## src/rtl/switch_allocator_if.sv

```systemverilog
// ---------------------------------------------------------------------------
// switch_allocator_if
// Purpose : bundles the per-port handshake between the input buffers, the
//           switch allocator and the crossbar of a 5-port mesh router.
// Signals : in_valid  [NP]     head flit present at input i
//           in_type   [NP*TW]  head flit type of input i
//           in_req    [NP*NP]  one-hot output request of input i
//           out_ready [NP]     downstream of output o can accept a flit
//           xbar_sel  [NP*NP]  one-hot owning input of output o (0 = free)
//           out_valid [NP]     flit transferred on output o this cycle
//           in_pop    [NP]     head flit of input i consumed this cycle
//           in_err    [NP]     malformed header request on input i
// Modports: slave  - allocator side (consumes requests, drives grants)
//           master - router/buffer side (drives requests, consumes grants)
// ---------------------------------------------------------------------------
interface switch_allocator_if #(
  parameter int NP = 5,
  parameter int TW = 2
);
  logic [NP-1:0]    in_valid;
  logic [NP*TW-1:0] in_type;
  logic [NP*NP-1:0] in_req;
  logic [NP-1:0]    out_ready;
  logic [NP*NP-1:0] xbar_sel;
  logic [NP-1:0]    out_valid;
  logic [NP-1:0]    in_pop;
  logic [NP-1:0]    in_err;

  modport slave (
    input  in_valid, in_type, in_req, out_ready,
    output xbar_sel, out_valid, in_pop, in_err
  );

  modport master (
    output in_valid, in_type, in_req, out_ready,
    input  xbar_sel, out_valid, in_pop, in_err
  );
endinterface

```

## src/rtl/switch_allocator.sv

```systemverilog
// ---------------------------------------------------------------------------
// switch_allocator
// Purpose : per-output round-robin allocator for a 5-port mesh router
//           (0=Local, 1=East, 2=West, 3=South, 4=North). Each output locks
//           onto one input from header to tail, drives the crossbar select
//           from registered state and pops the input buffer on transfer.
// Ports   : clk   - system clock, rising edge
//           rst_n - synchronous active-low reset
//           bus   - switch_allocator_if.slave (requests in, grants out)
// ---------------------------------------------------------------------------
module switch_allocator #(
  parameter int         NP      = 5,
  parameter int         TW      = 2,
  parameter logic [1:0] FT_HDR  = 2'b10,
  parameter logic [1:0] FT_BODY = 2'b00,
  parameter logic [1:0] FT_TAIL = 2'b01,
  parameter logic [1:0] FT_SNGL = 2'b11
) (
  input  logic              clk,
  input  logic              rst_n,
  switch_allocator_if.slave bus
);

  typedef enum logic {IDLE = 1'b0, LOCKED = 1'b1} state_e;

  state_e      state_q [NP];
  state_e      state_d [NP];
  logic [2:0]  owner_q [NP];
  logic [2:0]  owner_d [NP];
  logic [2:0]  rrPtr_q [NP];
  logic [2:0]  rrPtr_d [NP];

  logic [NP-1:0] reqVec  [NP];
  logic [TW-1:0] typeVec [NP];
  logic [NP-1:0] elig    [NP];
  logic [NP-1:0] isHead;
  logic [NP-1:0] isEnd;
  logic [NP-1:0] reqOneHot;
  logic [NP-1:0] inLocked;
  logic [NP-1:0] xfer;
  logic [NP-1:0] xferEnd;

  // Request decode: unpack the flat buses, classify flit types, find which
  // inputs already own an output, and work out per-output eligibility and
  // whether each locked output moves a flit this cycle.
  always_comb begin
    isHead    = '0;
    isEnd     = '0;
    reqOneHot = '0;
    inLocked  = '0;
    xfer      = '0;
    xferEnd   = '0;
    for (int i = 0; i < NP; i++) begin
      reqVec[i]    = bus.in_req[i*NP +: NP];
      typeVec[i]   = bus.in_type[i*TW +: TW];
      isHead[i]    = (typeVec[i] == FT_HDR) || (typeVec[i] == FT_SNGL);
      // Anything that is neither header nor body closes the packet.
      isEnd[i]     = (typeVec[i] != FT_HDR) && (typeVec[i] != FT_BODY);
      reqOneHot[i] = (reqVec[i] != '0) && ((reqVec[i] & (reqVec[i] - 1'b1)) == '0);
    end
    for (int o = 0; o < NP; o++) begin
      for (int i = 0; i < NP; i++) begin
        if (state_q[o] == LOCKED && owner_q[o] == 3'(i)) begin
          inLocked[i] = 1'b1;
          xfer[o]     = bus.in_valid[i] && bus.out_ready[o] && rst_n;
          xferEnd[o]  = isEnd[i];
        end
      end
    end
    for (int o = 0; o < NP; o++) begin
      for (int i = 0; i < NP; i++) begin
        elig[o][i] = bus.in_valid[i] && isHead[i] && reqOneHot[i] &&
                     reqVec[i][o] && !inLocked[i];
      end
    end
  end

  // State register: reset drops every lock at once and rewinds the
  // round-robin pointers; otherwise take the computed next state.
  always_ff @(posedge clk) begin
    if (!rst_n) begin
      for (int o = 0; o < NP; o++) begin
        state_q[o] <= IDLE;
        owner_q[o] <= 3'd0;
        rrPtr_q[o] <= 3'd0;
      end
    end else begin
      for (int o = 0; o < NP; o++) begin
        state_q[o] <= state_d[o];
        owner_q[o] <= owner_d[o];
        rrPtr_q[o] <= rrPtr_d[o];
      end
    end
  end

  // Next-state logic: an idle output scans eligible inputs starting at its
  // pointer and wrapping; a locked output releases after moving the last
  // flit of the packet and points just past the input it served.
  always_comb begin
    logic       found;
    logic [3:0] candSum;
    logic [2:0] candIdx;
    found   = 1'b0;
    candSum = 4'd0;
    candIdx = 3'd0;
    for (int o = 0; o < NP; o++) begin
      state_d[o] = state_q[o];
      owner_d[o] = owner_q[o];
      rrPtr_d[o] = rrPtr_q[o];
      found      = 1'b0;
      case (state_q[o])
        IDLE: begin
          for (int k = 0; k < NP; k++) begin
            candSum = {1'b0, rrPtr_q[o]} + 4'(k);
            if (candSum >= 4'(NP)) candSum = candSum - 4'(NP);
            candIdx = candSum[2:0];
            if (!found && elig[o][candIdx]) begin
              found      = 1'b1;
              state_d[o] = LOCKED;
              owner_d[o] = candIdx;
            end
          end
        end
        LOCKED: begin
          if (xfer[o] && xferEnd[o]) begin
            state_d[o] = IDLE;
            rrPtr_d[o] = (owner_q[o] == 3'(NP-1)) ? 3'd0 : owner_q[o] + 3'd1;
          end
        end
        default: ;
      endcase
    end
  end

  // Output logic: crossbar select comes straight from the lock registers;
  // transfer and pop strobes follow the owner's valid and downstream ready;
  // malformed headers from unlocked inputs are flagged but never popped.
  always_comb begin
    bus.xbar_sel  = '0;
    bus.out_valid = '0;
    bus.in_pop    = '0;
    bus.in_err    = '0;
    for (int o = 0; o < NP; o++) begin
      for (int i = 0; i < NP; i++) begin
        if (state_q[o] == LOCKED && owner_q[o] == 3'(i)) begin
          bus.xbar_sel[o*NP + i] = 1'b1;
          if (xfer[o]) begin
            bus.out_valid[o] = 1'b1;
            bus.in_pop[i]    = 1'b1;
          end
        end
      end
    end
    for (int i = 0; i < NP; i++) begin
      bus.in_err[i] = rst_n && bus.in_valid[i] && isHead[i] &&
                      !reqOneHot[i] && !inLocked[i];
    end
  end

endmodule

```

## src/flat_wrapper.sv

```systemverilog
// flat-port wrapper written by rule: the top's interface ports become plain ports
module switch_allocator_flat 
#(
  parameter int         NP      = 5,
  parameter int         TW      = 2,
  parameter logic [1:0] FT_HDR  = 2'b10,
  parameter logic [1:0] FT_BODY = 2'b00,
  parameter logic [1:0] FT_TAIL = 2'b01,
  parameter logic [1:0] FT_SNGL = 2'b11
)
  (clk, rst_n, bus_in_valid, bus_in_type, bus_in_req, bus_out_ready, bus_xbar_sel, bus_out_valid, bus_in_pop, bus_in_err);
  switch_allocator_if #(.NP(NP), .TW(TW)) bus_i ();
  input  logic clk;
  input  logic rst_n;
  input wire logic [$bits(bus_i.in_valid)-1:0] bus_in_valid;
  input wire logic [$bits(bus_i.in_type)-1:0] bus_in_type;
  input wire logic [$bits(bus_i.in_req)-1:0] bus_in_req;
  input wire logic [$bits(bus_i.out_ready)-1:0] bus_out_ready;
  output wire logic [$bits(bus_i.xbar_sel)-1:0] bus_xbar_sel;
  output wire logic [$bits(bus_i.out_valid)-1:0] bus_out_valid;
  output wire logic [$bits(bus_i.in_pop)-1:0] bus_in_pop;
  output wire logic [$bits(bus_i.in_err)-1:0] bus_in_err;
  assign bus_i.in_valid = bus_in_valid;
  assign bus_i.in_type = bus_in_type;
  assign bus_i.in_req = bus_in_req;
  assign bus_i.out_ready = bus_out_ready;
  assign bus_xbar_sel = bus_i.xbar_sel;
  assign bus_out_valid = bus_i.out_valid;
  assign bus_in_pop = bus_i.in_pop;
  assign bus_in_err = bus_i.in_err;
  switch_allocator #(.NP(NP), .TW(TW), .FT_HDR(FT_HDR), .FT_BODY(FT_BODY), .FT_TAIL(FT_TAIL), .FT_SNGL(FT_SNGL)) u_core (.clk(clk), .rst_n(rst_n), .bus(bus_i));
endmodule
```

## config.mk

```make
export PLATFORM = sky130hd
export DESIGN_NAME = switch_allocator_flat
export DESIGN_NICKNAME = d
export VERILOG_FILES = /design/src/rtl/switch_allocator_if.sv /design/src/rtl/switch_allocator.sv /design/src/flat_wrapper.sv
export SDC_FILE = /design/constraint.sdc
export NUM_CORES = 1
export LEC_CHECK = 0
export BUFFER_PORTS_ARGS = -buffer_cell sky130_fd_sc_hd__buf_2
export CORE_MARGIN = 2
export CORE_UTILIZATION = 55
export CTS_CLUSTER_SIZE = 14
export DETAILED_ROUTE_END_ITERATION = 10
export PLACE_DENSITY = 0.78
export SETUP_SLACK_MARGIN = 0.2
export SLEW_MARGIN = 10
export SYNTH_ARGS = -nofsm -noshare
export SYNTH_HDL_FRONTEND = slang
export SYNTH_SLANG_ARGS = --single-unit
```

## constraint.sdc

```tcl
create_clock -name clk -period 4 [get_ports clk]
set_clock_uncertainty 0.05 [all_clocks]
set_input_delay 0.6 -clock clk [delete_from_list [all_inputs] [get_ports clk]]
set_output_delay 0.6 -clock clk [all_outputs]
set_load 0.01 [all_outputs]
```

==> flow_summary.json <==
{
  "outcome": "finished, final reports clean",
  "ctsHoldBuffers": 0,
  "drt-pass1-iter-count": 5,
  "antenna_found_initial": 0,
  "die_h_um": 125,
  "cts_tree": "done",
  "synth_area_mm2": 0.00811,
  "met3_usage_pct": 3.98,
  "worst_ir_drop_vdd_v": 0.000155,
  "syn_avg_cell_area_um2": 6.97,
  "clkLatencyLatePin_ns": 0.29,
  "path_cells": "inv_1, ha_1, inv_1, fa_1, nor4b_1, a211oi_1, and3b_1, a22oi_1, o211ai_1, nand3b_1, o32ai_1, a211oi_1, a21oi_1, o41ai_1",
  "final_cell_mix": "nand2_1 (89), nor2_1 (87), buf_2 (86)",
  "hold_start": "u_core.owner_q[0][0]",
  "max_slew_margin_pct": 52.0,
  "crit_slowest_cell": "fa_1",
  "cp.arrival_ns": 3.78,
  "grt_overflow": 0,
  "hold_viol_final": 0,
  "synthFlopType": "dfxtp_1",
  "grt_setup_unrepaired": "no",
  "p_int_w": 0.000674,
  "layout-drive-gt1-share_pct": 17.8,
  "cp_top_family": "compound AO/OA/AOI/OAI gates",
  "ys_ff_latch": 35,
  "setup_tns_ns": 0,
  "remaining_drc_errors": 0,
  "min_period_ns": 3.66,
  "drv_cap": 0,
  "ioPinCount": 87,
  "cts_root_buffer": "clkbuf_16",
  "async_flop_share_pct": 0,
  "yosys_warnings": 0,
  "p_per_area_mw_per_mm2": 108,
  "yosysTopAreaCell": "ha_1",
  "netlist.area_leader.share_pct": 10.0,
  "clkPwrFrac_pct": 39.4,
  "synth.distinct_cells": 96,
  "drt-wirelength-per-cell_um": 19.4,
  "power.share.sequential_pct": 37.4,
  "htree_num_levels": 2,
  "timing.final.crit_share_pct": 91.5,
  "ys_seq_area_share_pct": 8.64,
  "core_area_mm2": 0.0145,
  "fin_nets": 1356,
  "antenna_left": 0,
  "clockBufferDepth": 2,
  "maxSlewViolCount": 0,
  "crit_required_ns": 4.12,
  "syn_nets": 1281,
  "tightest_slew_ns": 0.714,
  "hpwl_um": 21700,
  "holdCritPathClass": "reg -> reg",
  "first_global_vias": 8628,
  "num_antenna_cells": 0,
  "initial_core_util_pct": 56.0,
  "drt-total-wl_um": 27700,
  "crit_type": "reg -> reg",
  "max_stage_delay_ns": 0.59,
  "numCtsBuffers": 5,
  "grt_max_degree": 29,
  "p_switching_w": 0.000316,
  "max_freq_mhz": 273,
  "start_kind": "register",
  "layout_commonest_cell": "nand2_1",
  "r2r-start": "u_core.rrPtr_q[0][0]",
  "dieArea_mm2": 0.0157,
  "synth_area_leaders": "ha_1 (10%), dfxtp_1 (8.6%), a21oi_1 (5.2%), mux2i_1 (4.9%), nand2_1 (4.2%)",
  "use_met1_pct": 46.2,
  "fillerInstances": 1335,
  "leakagePower_nw": 3.79,
  "postSynthCellCount": 1164,
  "hold_path_end": "u_core.owner_q[0][0]",
  "gp_congestion": 1.04,
  "r2r-end": "u_core.owner_q[0][0]",
  "drt_iter0_markers": 1067,
  "clk_pin_slew_worst_paths_ns": 0.06,
  "synth-edff-count": 0,
  "vias": 9535,
  "gr-max-usage-layer": "met2",
  "sw_frac_of_total_pct": 32.0,
  "power_frac_comb_pct": 23.3,
  "setup_viol": 0,
  "grt_pass1_wl_um": 43800,
  "clock_sinks": 35,
  "port_buffers": 86,
  "endpoint_kind": "register",
  "final_util_pct": 63.2,
  "syn_to_final_growth_pct": 12.9,
  "holdPathStages": 2,
  "num_rows": 44,
  "critical_path_buf_inv_count": 2,
  "grt_usage_pct": 33.4,
  "die_w_um": 125,
  "crit_path_max_fanout": 7,
  "grt_use_met2_pct": 52.7,
  "rr_worst_depth": 14,
  "vias_per_cell": 6.70,
  "reg2reg_setup_slack_ns": 0.34
}
worst max path at each step:
stage,startpoint,end,slack [ns],cells after the start
4_1_cts,u_core.owner_q[0][0],u_core.owner_q[0][9],0.22,12
3_5_place_dp,u_core.owner_q[0][0],u_core.owner_q[0][7],0.19,11
2_1_floorplan,u_core.rrPtr_q[0][0],u_core.owner_q[0][1],0.28,17
6_report,u_core.rrPtr_q[0][0],u_core.owner_q[0][0],0.34,14
3_3_place_gp,u_core.owner_q[0][0],u_core.owner_q[0][14],0.26,11
5_1_grt,u_core.rrPtr_q[0][12],u_core.owner_q[0][13],0.14,14
power by group through the flow:
stage          Clock, W  Sequential, W  Combinational [W]
2_1_floorplan         0       0.000368           0.000130
3_3_place_gp          0       0.000376           0.000213
4_1_cts        0.000391       0.000369           0.000218
5_1_grt        0.000401       0.000372           0.000248
6_report       0.000390       0.000370           0.000230
3_5_place_dp          0       0.000376           0.000215
state kept, by name, summed over array words and instances, names as in the netlist:
register,cells
u_core.rrPtr_q,15
u_core.owner_q,15
u_core.state_q,5
metrics by stage:
stage          setup slack (ns)  instances  hold WS, ns  instance area, um2  power (W)
2_1_floorplan             0.278       1164        0.442                8110   0.000498
3_3_place_gp              0.262       1409        0.464                8780   0.000589
3_5_place_dp              0.194       1409        0.473                8780   0.000592
4_1_cts                   0.219       1417        0.494                8930   0.000978
5_1_grt                   0.142       1424        0.485                9160    0.00102
6_report                  0.340       1424        0.465                9160   0.000990
cell families (layout without fill, tap and decap cells):
kind of cell / count (synthesis) / after routing / synth area share [%]
buffers and inverters: 137 / 213 / 6.82
and+or+nand+nor: 485 / 485 / 32.7
adders and majority gates: 70 / 70 / 11.3
muxes: 49 / 49 / 6.60
xor gates and xnor gates: 30 / 30 / 3.24
DFF: 35 / 35 / 8.64
AOI/OAI and AO/OA: 358 / 358 / 30.7
timing repair:
| action | 4_1_cts | 5_1_grt |
|---|---|---|
| setup buffers | 0 | 7 |
| gates resized for setup | 1 | 43 |
| pin swaps | 0 | 7 |
| hold endpoints to repair | 0 | 0 |
| setup endpoints to repair | 3 | 18 |
synth_stat cells, drive strengths merged (16+ instances only):
cell type and count:
a211oi 24, a21oi 84, a22oi 16, a31oi 17, and3 20, and3b 19, clkbuf 49, dfxtp 35
ha 65, inv 71, mux2i 40, nand2 90, nand2b 31, nand3 47, nand3b 19, nor2 87
nor2b 28, nor3 46, nor4 18, o21ai 53, o22ai 22, o31ai 17, xnor2 26
worst reg2reg max path: cells and delay by family (launching register included):
family          cells  cell delay, ns
compound gates      7            1.60
fa+ha+maj           2            0.83
simple gates        3            0.50
flops               1            0.31
buf+inv             2            0.28
layer usage:
layer / vias to the layer above / routed length, um
li1: 4534 / -
met1: 4404 / 11700
met2: 514 / 12300
met3: 83 / 2590
met4: 0 / 1130
met5: - / 0
layout make-up:
| type | count | area (um2) | share of cell area, % |
|---|---|---|---|
| clock buffer | 6 | 129 | 1.41 |
| clock inverter | 2 | 12.5 | 0.137 |
| inverter | 74 | 282 | 3.07 |
| multi-input combinational | 992 | 7010 | 76.6 |
| sequential | 35 | 713 | 7.79 |
| tap | 184 | 230 | 2.51 |
| timing repair buffer | 131 | 781 | 8.53 |
Note: power is estimated with default switching activity, not from simulation.
